===== config.mk =====
export PLATFORM = sky130hd
export DESIGN_NAME = hermitian_frame_sequencer
export DESIGN_NICKNAME = d
export VERILOG_FILES = /design/src/rtl/hermitian_frame_sequencer_pkg.sv /design/src/rtl/hermitian_frame_sequencer.sv
export SDC_FILE = /design/constraint.sdc
export NUM_CORES = 1
export LEC_CHECK = 0
export BUFFER_PORTS_ARGS = -buffer_cell sky130_fd_sc_hd__clkbuf_2
export CAP_MARGIN = 20
export CORE_MARGIN = 1
export CORE_UTILIZATION = 52
export CTS_CLUSTER_DIAMETER = 30
export DETAILED_ROUTE_END_ITERATION = 16
export GPL_TIMING_DRIVEN = 0
export MAX_ROUTING_LAYER = met4
export PLACE_DENSITY_LB_ADDON = 0.25
export REMOVE_ABC_BUFFERS = 1
export SLEW_MARGIN = 20
export SYNTH_ARGS = -nofsm -noshare
export SYNTH_HDL_FRONTEND = slang
export SYNTH_SLANG_ARGS = --single-unit

===== constraint.sdc =====
create_clock -name clk -period 2.4 [get_ports clk]
set_input_delay 0.24 -clock clk [delete_from_list [all_inputs] [get_ports clk]]
set_output_delay 0.24 -clock clk [all_outputs]
set_load 0.01 [all_outputs]

===== src/rtl/hermitian_frame_sequencer_pkg.sv =====
// Shared types and codes for the Hermitian frame sequencer.
// Holds the Sorter load_sel codes, the FSM state encoding and the default half length.
package hermitian_frame_sequencer_pkg;

  typedef enum logic [2:0] {
    ST_IDLE      = 3'd0,
    ST_LOAD      = 3'd1,
    ST_EMIT_DC   = 3'd2,
    ST_EMIT_DATA = 3'd3,
    ST_EMIT_NYQ  = 3'd4,
    ST_EMIT_CONJ = 3'd5,
    ST_GAP       = 3'd6
  } state_t;

  localparam logic [1:0] SEL_ZERO = 2'b00;
  localparam logic [1:0] SEL_DATA = 2'b01;
  localparam logic [1:0] SEL_CONJ = 2'b10;
  localparam logic [1:0] SEL_HOLD = 2'b11;

  localparam int DEFAULT_HALF_LEN = 7;

endpackage


===== src/rtl/hermitian_frame_sequencer.sv =====
// Sequences Sorter loads and Hermitian frame emission (DC, data, Nyquist, conj data).
// First bin 1 cycle after the last load accept; bins advance only on out_valid & out_ready.
module hermitian_frame_sequencer
  import hermitian_frame_sequencer_pkg::*;
#(
  parameter int HALF_LEN   = DEFAULT_HALF_LEN,
  parameter int IDX_W      = 3,
  parameter int GAP_CYCLES = 2
) (
  input  logic             clk,
  input  logic             reset,
  input  logic             enable,
  input  logic             in_valid,
  output logic             in_ready,
  output logic             shift_load_en,
  input  logic             out_ready,
  output logic [1:0]       load_sel,
  output logic [IDX_W-1:0] rd_idx,
  output logic             out_valid,
  output logic             out_sop,
  output logic             out_eop,
  output logic [7:0]       frame_cnt,
  output logic             busy
);

  localparam int GAP_W = (GAP_CYCLES > 1) ? $clog2(GAP_CYCLES) : 1;
  localparam logic [IDX_W-1:0] IDX_LAST = IDX_W'(HALF_LEN - 1);
  localparam logic [GAP_W-1:0] GAP_LAST = GAP_W'(GAP_CYCLES - 1);

  state_t           state_q, state_d;
  logic [IDX_W-1:0] cnt_q, cnt_d;
  logic [GAP_W-1:0] gap_cnt_q, gap_cnt_d;
  logic [7:0]       frame_cnt_q, frame_cnt_d;

  always_ff @(posedge clk) begin
    if (reset) begin
      state_q     <= ST_IDLE;
      cnt_q       <= '0;
      gap_cnt_q   <= '0;
      frame_cnt_q <= '0;
    end else begin
      state_q     <= state_d;
      cnt_q       <= cnt_d;
      gap_cnt_q   <= gap_cnt_d;
      frame_cnt_q <= frame_cnt_d;
    end
  end

  // cnt_q counts accepted samples in LOAD and doubles as the bin tap index while emitting.
  always_comb begin
    state_d     = state_q;
    cnt_d       = cnt_q;
    gap_cnt_d   = gap_cnt_q;
    frame_cnt_d = frame_cnt_q;
    case (state_q)
      ST_IDLE: begin
        if (enable) begin
          state_d = ST_LOAD;
          cnt_d   = '0;
        end
      end
      ST_LOAD: begin
        if (in_valid) begin
          if (cnt_q == IDX_LAST) begin
            state_d = ST_EMIT_DC;
            cnt_d   = '0;
          end else begin
            cnt_d = cnt_q + 1'b1;
          end
        end
      end
      ST_EMIT_DC: begin
        if (out_ready) begin
          state_d = ST_EMIT_DATA;
          cnt_d   = '0;
        end
      end
      ST_EMIT_DATA: begin
        if (out_ready) begin
          if (cnt_q == IDX_LAST) state_d = ST_EMIT_NYQ;
          else                   cnt_d   = cnt_q + 1'b1;
        end
      end
      ST_EMIT_NYQ: begin
        if (out_ready) begin
          state_d = ST_EMIT_CONJ;
          cnt_d   = IDX_LAST;
        end
      end
      ST_EMIT_CONJ: begin
        if (out_ready) begin
          if (cnt_q == '0) begin
            frame_cnt_d = frame_cnt_q + 8'd1;
            gap_cnt_d   = '0;
            if (GAP_CYCLES == 0) state_d = enable ? ST_LOAD : ST_IDLE;
            else                 state_d = ST_GAP;
          end else begin
            cnt_d = cnt_q - 1'b1;
          end
        end
      end
      ST_GAP: begin
        if (gap_cnt_q == GAP_LAST) begin
          state_d = enable ? ST_LOAD : ST_IDLE;
          cnt_d   = '0;
        end else begin
          gap_cnt_d = gap_cnt_q + 1'b1;
        end
      end
      default: state_d = ST_IDLE;
    endcase
  end

  always_comb begin
    in_ready  = (state_q == ST_LOAD);
    out_valid = 1'b0;
    out_sop   = 1'b0;
    out_eop   = 1'b0;
    load_sel  = SEL_HOLD;
    rd_idx    = '0;
    case (state_q)
      ST_EMIT_DC: begin
        out_valid = 1'b1;
        out_sop   = 1'b1;
        load_sel  = SEL_ZERO;
      end
      ST_EMIT_DATA: begin
        out_valid = 1'b1;
        load_sel  = SEL_DATA;
        rd_idx    = cnt_q;
      end
      ST_EMIT_NYQ: begin
        out_valid = 1'b1;
        load_sel  = SEL_ZERO;
      end
      ST_EMIT_CONJ: begin
        out_valid = 1'b1;
        load_sel  = SEL_CONJ;
        rd_idx    = cnt_q;
        out_eop   = (cnt_q == '0);
      end
      default: ;
    endcase
  end

  assign shift_load_en = in_valid & in_ready;
  assign frame_cnt     = frame_cnt_q;
  assign busy          = (state_q != ST_IDLE);

endmodule


==> results.py, run 1 <==
metrics = {
    "yosys": {
        "yosysWarnings": 0,
        "synthCells": 126,
        "ys_seq_area_frac": 0.2888,
        "syn_avg_cell_area_um2": 8.252,
        "synth_edf_count": 0,
        "synthesis.area_mm2": 0.001040,
        "synth-seq-cells": 15,
        "async_reset_ff_frac": 0,
        "ys.flop_type": "dfxtp_1",
        "synth_cell_types": 40,
    },
    "clock_tree": {
        "cts.path.max_buffers": 2,
        "path_clk_slew_ns": 0.08,
        "root_buffer": "clkbuf_4",
        "clk_latency_ns": 0.28,
        "tritoncts": "yes",
        "cts_setup_buffers": 0,
        "hold_buffers": 0,
        "clock_sinks": 15,
        "h-tree-depth": 1,
        "cts_buffers": 3,
        "cts_resized": 0,
    },
    "worst_setup_path": {
        "r2r_slack_ns": 0.36,
        "r2r-end": "cnt_q[2]$_SDFFE_PP0P_",
        "cp_max_fo": 21,
        "cp-startpoint": "state_q[1]$_SDFFE_PP0P_",
        "cp.required_ns": 2.60,
        "regToRegStartpoint": "state_q[1]$_SDFFE_PP0P_",
        "endpoint": "cnt_q[2]$_SDFFE_PP0P_",
        "critPathLaunchType": "flop",
        "worstSetupPathType": "flop to flop",
        "r2r_cells": 5,
        "arrival_ns": 2.24,
        "worstSetupEndpointType": "flop",
    },
    "floorplan": {
        "num_io_pins": 24,
        "initial_core_util": 0.5771,
        "num_rows": 15,
        "die_area_mm2": 0.002182,
        "die_y_um": 46.72,
        "core_mm2": 0.001802,
        "die_width_um": 46.72,
    },
    "global_route": {
        "grt-ovfl-total": 0,
        "antenna_found_initial": 0,
        "grt_max_degree": 22,
        "grt_pass1_wl_mm": 3.070,
        "grt_pass1_vias": 728,
        "track_usage": 0.2043,
    },
    "sta": {
        "worst_pin_slew_ns": 0.7178,
        "max_freq_ghz": 0.4907,
        "grt_setup_unrepaired": "no",
        "finalCritPeriodShare": 0.8492,
        "clock_skew_ns": 0.005393,
        "slew_headroom": 0.5208,
        "slew_violations": 0,
        "hold_viol": 0,
        "fin_crit_ns": 2.038,
        "holdWs_ns": 0.3753,
        "setup_violations": 0,
        "setup_tns_ns": 0,
    },
    "placement": {
        "port_buffers": 23,
        "place_area_mm2": 0.001122,
        "gp_congestion": 0.7926,
        "dp_hpwl_mm": 1.480,
        "dp_cells": 166,
    },
    "finish": {
        "final_cells": 170,
        "final_cell_area_mm2": 0.001149,
        "antennaDiodeCount": 0,
        "fin_nets": 156,
        "layout-drive-gt1-share": 0.2690,
        "syn_to_final_growth_pct": 10.47,
    },
    "power": {
        "irDropWorstVdd_mv": 0.5040,
        "pwr_density_cell_mw_per_mm2": 614.1,
        "p_leak_nw": 0.4647,
    },
    "detailed_routing": {
        "drt_pass1_iterations": 4,
        "dr_total_vias": 942,
        "wl_mm": 2.082,
        "drt_iter0_drc": 26,
        "routedWlPerCell_um": 12.25,
        "drc": 0,
        "avgViaCountPerCell": 5.541,
        "postRouteAntennaNets": 0,
    },
    "status": {
        "status": "complete, no violations",
    },
    "run": {
        "maxCapViolCount": 0,
    },
    "min_path": {
        "holdCritPathClass": "input port to flop",
    },
}
cell usage in the layout (no fill, tap or decap), types with 4 or more instances in the layout:
cell type   n
dfxtp_1    15
xnor2_1     4
inv_1       6
nor2b_2     4
nor2_1     20
or3_1       4
clkbuf_2   23
o31ai_1     4
ha_1        5
a21oi_1     7
nand4_1     5
nand2_1     7
o21ai_0     5
how the worst min path moves through the flow:
stage / from / to / cells past startpoint
6_report: reset / frame_cnt[2]$_SDFFE_PP0P_ / 2
5_1_grt: reset / frame_cnt[3]$_SDFFE_PP0P_ / 2
3_3_place_gp: gap_cnt_q$_SDFFE_PP0P_ / gap_cnt_q$_SDFFE_PP0P_ / 2
3_5_place_dp: gap_cnt_q$_SDFFE_PP0P_ / gap_cnt_q$_SDFFE_PP0P_ / 2
4_1_cts: reset / frame_cnt[3]$_SDFFE_PP0P_ / 2
2_1_floorplan: reset / frame_cnt[1]$_SDFFE_PP0P_ / 1
final cells by class:
type | instances | area [µm²]
inverter | 6 | 22.52
clock buffer | 4 | 26.28
fill | 171 | 653.1
tap | 25 | 31.28
timing repair buffer | 23 | 115.1
sequential | 15 | 300.3
multi-input combinational | 97 | 653.1
sequential cells by signal, indices dropped and copies added (netlist names):
name,cells
frame_cnt,8
cnt_q,3
state_q,3
gap_cnt_q,1
layer usage:
metal  GRT usage  wire length [µm]  vias up
met3     0.07059               127        2
li1            -                 -      481
met5           -                 0        -
met2      0.2944               916       33
met4     0.03429                 8        0
met1      0.2783              1030      426
power by group:
| part | leakage [nW] | switching (W) | internal (W) | total (W) |
|---|---|---|---|---|
| sequential | 0.121 | 0.0000551 | 0.000264 | 0.000319 |
| clock | 0.0150 | 0.0000755 | 0.0000645 | 0.000140 |
| combinational | 0.328 | 0.000133 | 0.000113 | 0.000247 |
| total | 0.465 | 0.000264 | 0.000442 | 0.000705 |
kinds of logic after synthesis:
family	Yosys count	synth area share
AOI/OAI and AO/OA	27	0.1889
xor gates and xnor gates	7	0.05897
adders and majority gates	5	0.06017
buffers and inverters	14	0.08302
DFF	15	0.2888
muxes	1	0.009627
and+or+nand+nor	57	0.3105
Yosys cell counts, types with 2 or more instances:
| cell | instances | area [µm²] |
|---|---|---|
| nand2_1 | 7 | 26.28 |
| o21ai_0 | 5 | 25.02 |
| inv_1 | 6 | 22.52 |
| o21a_1 | 3 | 22.52 |
| nand2b_1 | 2 | 12.51 |
| ha_1 | 5 | 62.56 |
| a21oi_1 | 7 | 35.03 |
| buf_6 | 4 | 45.04 |
| buf_2 | 2 | 10.01 |
| nor2b_1 | 2 | 12.51 |
| nor2_1 | 20 | 75.07 |
| nor3_1 | 2 | 10.01 |
| nand4_1 | 5 | 31.28 |
| and3_2 | 2 | 15.01 |
| dfxtp_1 | 15 | 300.3 |
| o31ai_1 | 4 | 30.03 |
| xnor2_1 | 4 | 35.03 |
| nor2b_2 | 4 | 35.03 |
| xor2_1 | 3 | 26.28 |
| or3_1 | 4 | 25.02 |
through the flow:
stage                     total power, W  setup slack [ns]  utilization
after global routing           0.0007535            0.2405       0.6375
final                          0.0007054            0.3619       0.6375
after CTS                      0.0007093            0.3941       0.6375
after global placement         0.0005627            0.4667       0.6229
after detailed placement       0.0005674            0.4267       0.6229
after floorplan                0.0004887            0.6604            -
critical path, stage by stage (launching register included):
cell	delay (ns)
dfxtp_1	0.79
o21ai_0	0.25
o21ai_2	0.15
a22oi_4	0.14
or4_1	0.55
o31ai_1	0.08
No activity file was read; power rests on OpenSTA's default activity.
==> run 2, diff against run 1 <==
--- a/config.mk
+++ b/config.mk
@@ -8,7 +8,7 @@
 export BUFFER_PORTS_ARGS = -buffer_cell sky130_fd_sc_hd__clkbuf_2
 export CAP_MARGIN = 20
 export CORE_MARGIN = 1
-export CORE_UTILIZATION = 52
+export CORE_UTILIZATION = 47
 export CTS_CLUSTER_DIAMETER = 30
 export DETAILED_ROUTE_END_ITERATION = 16
 export GPL_TIMING_DRIVEN = 0
==> constraint.sdc (replaced) <==
create_clock -name clk -period 1.8 [get_ports clk]
set_input_delay 0.18 -clock clk [delete_from_list [all_inputs] [get_ports clk]]
set_output_delay 0.18 -clock clk [all_outputs]
set_load 0.01 [all_outputs]
==> run 2 against run 1 <==
  * Worst hold slack got worse by 0.078 ns
  * Maximum frequency increased by 14%
  * Cell count is 3.5% higher
  * Non-clock buffer count increased by 4
  * Power is 36% higher
  * Design area increased by 5.3%
  * Critical path depth rose by 3
  * Flip-flop and latch count did not move
  * Sequential power grew 35%
  * Utilization shrank 3.9 points
  * Register-to-register slack got worse by 0.35 ns
==> results.py, run 2 (synthesis gave the netlist of run 1 again) <==
metrics = {
    "global_route": {
        "grt-ovfl-total": 0,
        "track_usage": 0.1901,
        "grt_max_degree": 22,
        "grt_pass1_vias": 800,
        "grt_pass1_wl_mm": 3.532,
        "antenna_found_initial": 0,
    },
    "detailed_routing": {
        "drt_pass1_iterations": 4,
        "wl_mm": 2.111,
        "avgViaCountPerCell": 5.409,
        "drc": 0,
        "dr_total_vias": 952,
        "routedWlPerCell_um": 11.99,
        "postRouteAntennaNets": 0,
        "drt_iter0_drc": 14,
    },
    "worst_setup_path": {
        "worstSetupEndpointType": "flop",
        "crit_top_cell": "o21a_1",
        "cp_slowest_cell": "dfxtp_2",
        "crit_family": "simple AND/OR/NAND/NOR gates",
        "worstPathCellList": "inv_2, ha_1, nor2b_4, o21a_1, o21a_1, buf_4, or3_1, o31ai_1",
        "max_stage_delay_ns": 0.35,
        "worstSetupPathType": "flop to flop",
        "regToRegStartpoint": "cnt_q[0]$_SDFFE_PP0P_",
        "arrival_ns": 1.96,
        "r2r_slack_ns": 0.01,
        "path_buf_inv": 2,
        "cp_max_fo": 5,
        "cp.required_ns": 1.97,
        "r2r-end": "cnt_q[0]$_SDFFE_PP0P_",
        "r2r_cells": 8,
        "critPathLaunchType": "flop",
    },
    "floorplan": {
        "die_y_um": 49.04,
        "core_mm2": 0.002022,
        "initial_core_util": 0.5142,
        "die_width_um": 49.04,
        "die_area_mm2": 0.002404,
        "num_rows": 16,
        "num_io_pins": 24,
    },
    "sta": {
        "grt_setup_unrepaired": "yes",
        "hold_viol": 0,
        "max_freq_ghz": 0.5601,
        "fin_crit_ns": 1.785,
        "slew_violations": 0,
        "clock_skew_ns": 0.004375,
        "worst_pin_slew_ns": 0.3446,
        "setup_tns_ns": 0,
        "slew_headroom": 0.7703,
        "setup_violations": 0,
        "finalCritPeriodShare": 0.9919,
    },
    "min_path": {
        "hp-start": "reset",
        "holdCritPathClass": "input port to flop",
        "hold_depth": 2,
        "holdPathEnd": "state_q[2]$_SDFFE_PP0P_",
    },
    "clock_tree": {
        "h-tree-depth": 1,
        "clk_latency_ns": 0.28,
        "hold_buffers": 0,
        "clock_sinks": 15,
        "root_buffer": "clkbuf_4",
        "cts.path.max_buffers": 2,
        "tritoncts": "yes",
        "path_clk_slew_ns": 0.08,
        "cts_buffers": 3,
    },
    "placement": {
        "port_buffers": 23,
        "dp_hpwl_mm": 1.423,
        "gp_congestion": 0.8385,
    },
    "finish": {
        "largest_register_ffs": 8,
        "layout_commonest_cell": "clkbuf_2",
        "layout-drive-gt1-share": 0.3490,
        "syn_to_final_growth_pct": 16.37,
        "antennaDiodeCount": 0,
        "fillers": 185,
        "post-route-util": 0.5984,
        "fin_nets": 160,
        "final_cell_mix": "23 x clkbuf_2, 20 x nor2_1, 10 x dfxtp_1, 7 x a21oi_1, 7 x nand2_1",
    },
    "power": {
        "irDropWorstVdd_mv": 0.7030,
        "p_sw_w": 0.0003493,
        "internal_power_w": 0.0006095,
        "p_clk_frac": 0.192,
        "switching_share": 0.3643,
        "seqPwrFrac": 0.449,
        "p_leak_nw": 0.4971,
        "p_comb_frac": 0.359,
        "fin_total_pwr_w": 0.0009588,
        "pwr_density_cell_mw_per_mm2": 792.4,
    },
    "run": {
        "maxCapViolCount": 0,
    },
    "status": {
        "status": "complete, no violations",
    },
}
[run 2: area by class of cell]
| cell class | count | area (µm²) | area share |
|---|---|---|---|
| Timing Repair Buffer | 27 | 145.1 | 0.1200 |
| Tap cell | 27 | 33.78 | 0.02792 |
| Sequential cell | 15 | 314.1 | 0.2596 |
| Multi-Input combinational cell | 97 | 668.1 | 0.5522 |
| Clock buffer | 4 | 26.28 | 0.02172 |
| Inverter | 6 | 22.52 | 0.01861 |
[run 2: power groups by stage]
stage | Combinational [W] | Sequential [W] | Clock, W
4_1_cts | 0.000329 | 0.000426 | 0.000191
6_report | 0.000345 | 0.000430 | 0.000184
3_5_place_dp | 0.000327 | 0.000428 | 0
3_3_place_gp | 0.000327 | 0.000429 | 0
5_1_grt | 0.000387 | 0.000444 | 0.000208
2_1_floorplan | 0.000241 | 0.000410 | 0
[run 2: worst reg2reg max path: cells and delay by family, from the launching register on]
kind	cells	cell delay, ns
and+or+nand+nor	2	0.48
AOI/OAI and AO/OA	3	0.45
DFF	1	0.35
adders and majority gates	1	0.21
buffers and inverters	2	0.20
[run 2: worst max-delay path by stage]
stage | startpoint | end | slack [ns] | cells past startpoint
after floorplan | cnt_q[0]$_SDFFE_PP0P_ | cnt_q[2]$_SDFFE_PP0P_ | 0.06 | 7
after global placement | state_q[1]$_SDFFE_PP0P_ | cnt_q[2]$_SDFFE_PP0P_ | -0.14 | 5
after detailed placement | state_q[1]$_SDFFE_PP0P_ | cnt_q[2]$_SDFFE_PP0P_ | -0.17 | 5
after CTS | cnt_q[1]$_SDFFE_PP0P_ | cnt_q[2]$_SDFFE_PP0P_ | 0.01 | 7
after global routing | cnt_q[0]$_SDFFE_PP0P_ | cnt_q[0]$_SDFFE_PP0P_ | -0.06 | 8
final | cnt_q[0]$_SDFFE_PP0P_ | cnt_q[0]$_SDFFE_PP0P_ | 0.01 | 8
[run 2: stage by stage]
step	area, µm²	std cells	setup WS [ns]	hold WS (ns)
after floorplan	975.9	118	0.06038	0.2491
after global placement	1125	168	-0.1430	0.4764
after detailed placement	1125	168	-0.1683	0.4818
after CTS	1172	174	0.01128	0.3052
after global routing	1210	176	-0.06148	0.3251
final	1210	176	0.01458	0.2970
[run 2: per-layer routing]
layer / GRT usage / vias up / wire length (µm)
met2: 0.2824 / 21 / 965
met4: 0.01471 / 0 / 0
li1: - / 492 / -
met1: 0.2649 / 439 / 1065
met5: - / - / 0
met3: 0.05607 / 0 / 79
[run 2: repair_timing]
action,4_1_cts,5_1_grt
endpoints found under the setup margin,11,8
pin swaps,1,1
buffers inserted,2,2
resized for setup,6,7
==> run 3, diff against run 2 <==
--- a/config.mk
+++ b/config.mk
@@ -14,8 +14,6 @@
 export GPL_TIMING_DRIVEN = 0
 export MAX_ROUTING_LAYER = met4
 export PLACE_DENSITY_LB_ADDON = 0.25
-export REMOVE_ABC_BUFFERS = 1
-export SLEW_MARGIN = 20
 export SYNTH_ARGS = -nofsm -noshare
 export SYNTH_HDL_FRONTEND = slang
 export SYNTH_SLANG_ARGS = --single-unit
==> run 3 against run 2 <==
  * Register-to-register slack gained 0.07 ns
  * Clock skew barely moved
  * Clock power rose by 5%
  * Critical endpoint is now cnt_q[2]$_SDFFE_PP0P_
  * Highest routed layer is now met4
==> results.py, run 3 (synthesis gave the netlist of run 1 again) <==
metrics = {
    "power": {
        "switching_share": 0.3685,
        "internal_power_w": 0.0006578,
        "p_sw_w": 0.0003839,
        "p_comb_frac": 0.458,
        "fin_total_pwr_w": 0.001042,
        "seqPwrFrac": 0.356,
        "p_clk_frac": 0.186,
        "pwr_density_cell_mw_per_mm2": 835.1,
        "irDropWorstVdd_mv": 0.4961,
        "p_leak_nw": 0.5163,
    },
    "detailed_routing": {
        "drt_iter0_drc": 29,
        "drt_pass1_iterations": 4,
        "wl_mm": 2.346,
        "avgViaCountPerCell": 5.494,
        "dr_total_vias": 989,
        "routedWlPerCell_um": 13.03,
        "postRouteAntennaNets": 0,
        "drc": 0,
    },
    "clock_tree": {
        "tritoncts": "yes",
        "h-tree-depth": 1,
        "clock_sinks": 15,
        "root_buffer": "clkbuf_4",
        "clk_latency_ns": 0.28,
        "cts.path.max_buffers": 2,
        "cts_buffers": 3,
        "path_clk_slew_ns": 0.09,
    },
    "placement": {
        "gp_congestion": 0.8604,
        "dp_cells": 175,
        "port_buffers": 22,
        "dp_hpwl_mm": 1.664,
    },
    "worst_setup_path": {
        "worstPathCellList": "inv_4, ha_2, nor2b_4, o21a_1, o21a_1, or4_1, o31ai_1",
        "r2r_slack_ns": 0.09,
        "r2r-end": "cnt_q[2]$_SDFFE_PP0P_",
        "critPathLaunchType": "flop",
        "cp.required_ns": 2.01,
        "cp_max_fo": 5,
        "regToRegStartpoint": "cnt_q[0]$_SDFFE_PP0P_",
        "cp-startpoint": "cnt_q[0]$_SDFFE_PP0P_",
        "max_stage_delay_ns": 0.40,
        "crit_top_cell": "o21a_1",
        "arrival_ns": 1.92,
        "worstSetupPathType": "flop to flop",
        "r2r_cells": 7,
        "worstSetupEndpointType": "flop",
        "endpoint": "cnt_q[2]$_SDFFE_PP0P_",
        "cp_slowest_cell": "or4_1",
    },
    "floorplan": {
        "die_width_um": 49.04,
        "initial_core_util": 0.5142,
        "num_io_pins": 24,
        "die_y_um": 49.04,
        "die_area_mm2": 0.002404,
        "num_rows": 16,
        "core_mm2": 0.002022,
    },
    "finish": {
        "layout_commonest_cell": "clkbuf_2",
        "largest_register_ffs": 8,
        "final_cells": 180,
        "antennaDiodeCount": 0,
        "syn_to_final_growth_pct": 19.98,
        "fillers": 188,
        "post-route-util": 0.6170,
        "final_cell_mix": "23 x clkbuf_2, 20 x nor2_1, 12 x dfxtp_1, 7 x a21oi_1, 7 x nand2_1",
        "layout-drive-gt1-share": 0.3464,
        "fin_nets": 164,
    },
    "global_route": {
        "grt_max_degree": 11,
        "grt.met3_usage": 0.04673,
        "use_met2": 0.3102,
        "antenna_found_initial": 0,
        "track_usage": 0.2012,
        "grt_pass1_wl_mm": 3.726,
        "grt-ovfl-total": 0,
        "met1_usage": 0.2729,
        "grt-busiest-layer": "met2",
        "grt_pass1_vias": 824,
    },
    "sta": {
        "setup_violations": 0,
        "grt_setup_unrepaired": "no",
        "fin_crit_ns": 1.711,
        "hold_viol": 0,
        "worst_pin_slew_ns": 0.4543,
        "max_freq_ghz": 0.5846,
        "slew_headroom": 0.6972,
        "finalCritPeriodShare": 0.9504,
        "slew_violations": 0,
        "clock_skew_ns": 0.004599,
    },
    "run": {
        "maxCapViolCount": 0,
    },
    "min_path": {
        "holdCritPathClass": "input port to flop",
    },
    "yosys": {
        "synth_fp_nets": 136,
    },
    "status": {
        "status": "complete, no violations",
    },
}
run 3: changes by cell type in the layout (fill, tap and decap cells not counted), moves of 2 or more:
cell and delta:
dfxtp_4 -3, buf_4 -3, buf_6 +5, nor3_2 -2
dfxtp_1 +2, nor3_1 +2
run 3: cell type report:
type	instances	area (µm²)	share of cell area
Timing Repair Buffer	23	117.6	0.09428
Sequential cell	15	304.0	0.2437
Inverter	6	25.02	0.02006
Tap cell	27	33.78	0.02708
Buffer	8	72.57	0.05817
Clock buffer	4	26.28	0.02106
Multi-Input combinational cell	97	668.1	0.5356
run 3: stage by stage:
step           setup WS [ns]   TNS, ns  hold slack [ns]  area (µm²)
6_report             0.08929         0           0.1672        1247
5_1_grt              0.01677         0           0.1646        1247
4_1_cts             0.008781         0           0.1601        1212
3_5_place_dp        -0.04422  -0.04422           0.4679        1184
3_3_place_gp        -0.05355  -0.05355           0.4638        1184
2_1_floorplan        0.06047         0           0.4277        1040
run 3: power groups by stage:
stage               sequential [W]  combinational (W)  clock (W)
CTS                       0.000368           0.000449   0.000196
detailed placement        0.000373           0.000447          0
finish                    0.000371           0.000477   0.000193
global route              0.000374           0.000524   0.000209
floorplan                 0.000371           0.000339          0
global placement          0.000372           0.000442          0
run 3: critical path: cells and delay by family, from the launching register on:
family | cells | cell delay, ns
buffers and inverters | 1 | 0.05
AND/OR/NAND/NOR | 2 | 0.53
adder cells (fa/ha/maj) | 1 | 0.17
flip-flops | 1 | 0.37
AO/OA/AOI/OAI | 3 | 0.51
run 3: worst min path at each step:
stage	start	depth (start not counted)	to
2_1_floorplan	reset	2	frame_cnt[3]$_SDFFE_PP0P_
3_3_place_gp	reset	2	frame_cnt[3]$_SDFFE_PP0P_
3_5_place_dp	reset	2	frame_cnt[3]$_SDFFE_PP0P_
4_1_cts	reset	2	frame_cnt[3]$_SDFFE_PP0P_
5_1_grt	reset	2	frame_cnt[3]$_SDFFE_PP0P_
6_report	reset	2	frame_cnt[3]$_SDFFE_PP0P_
run 3: metal layers:
layer	wire length, µm	up-vias
li1	-	499
met1	1125	463
met2	1105	25
met3	107	2
met4	8	0
met5	0	-
run 3: what timing repair did:
item / in CTS / in global routing
resized for setup: 3 / 10
hold buffers: 0 / 0
setup buffers: 0 / 1
pin swaps: 1 / 3
endpoints found under the setup margin: 1 / 7
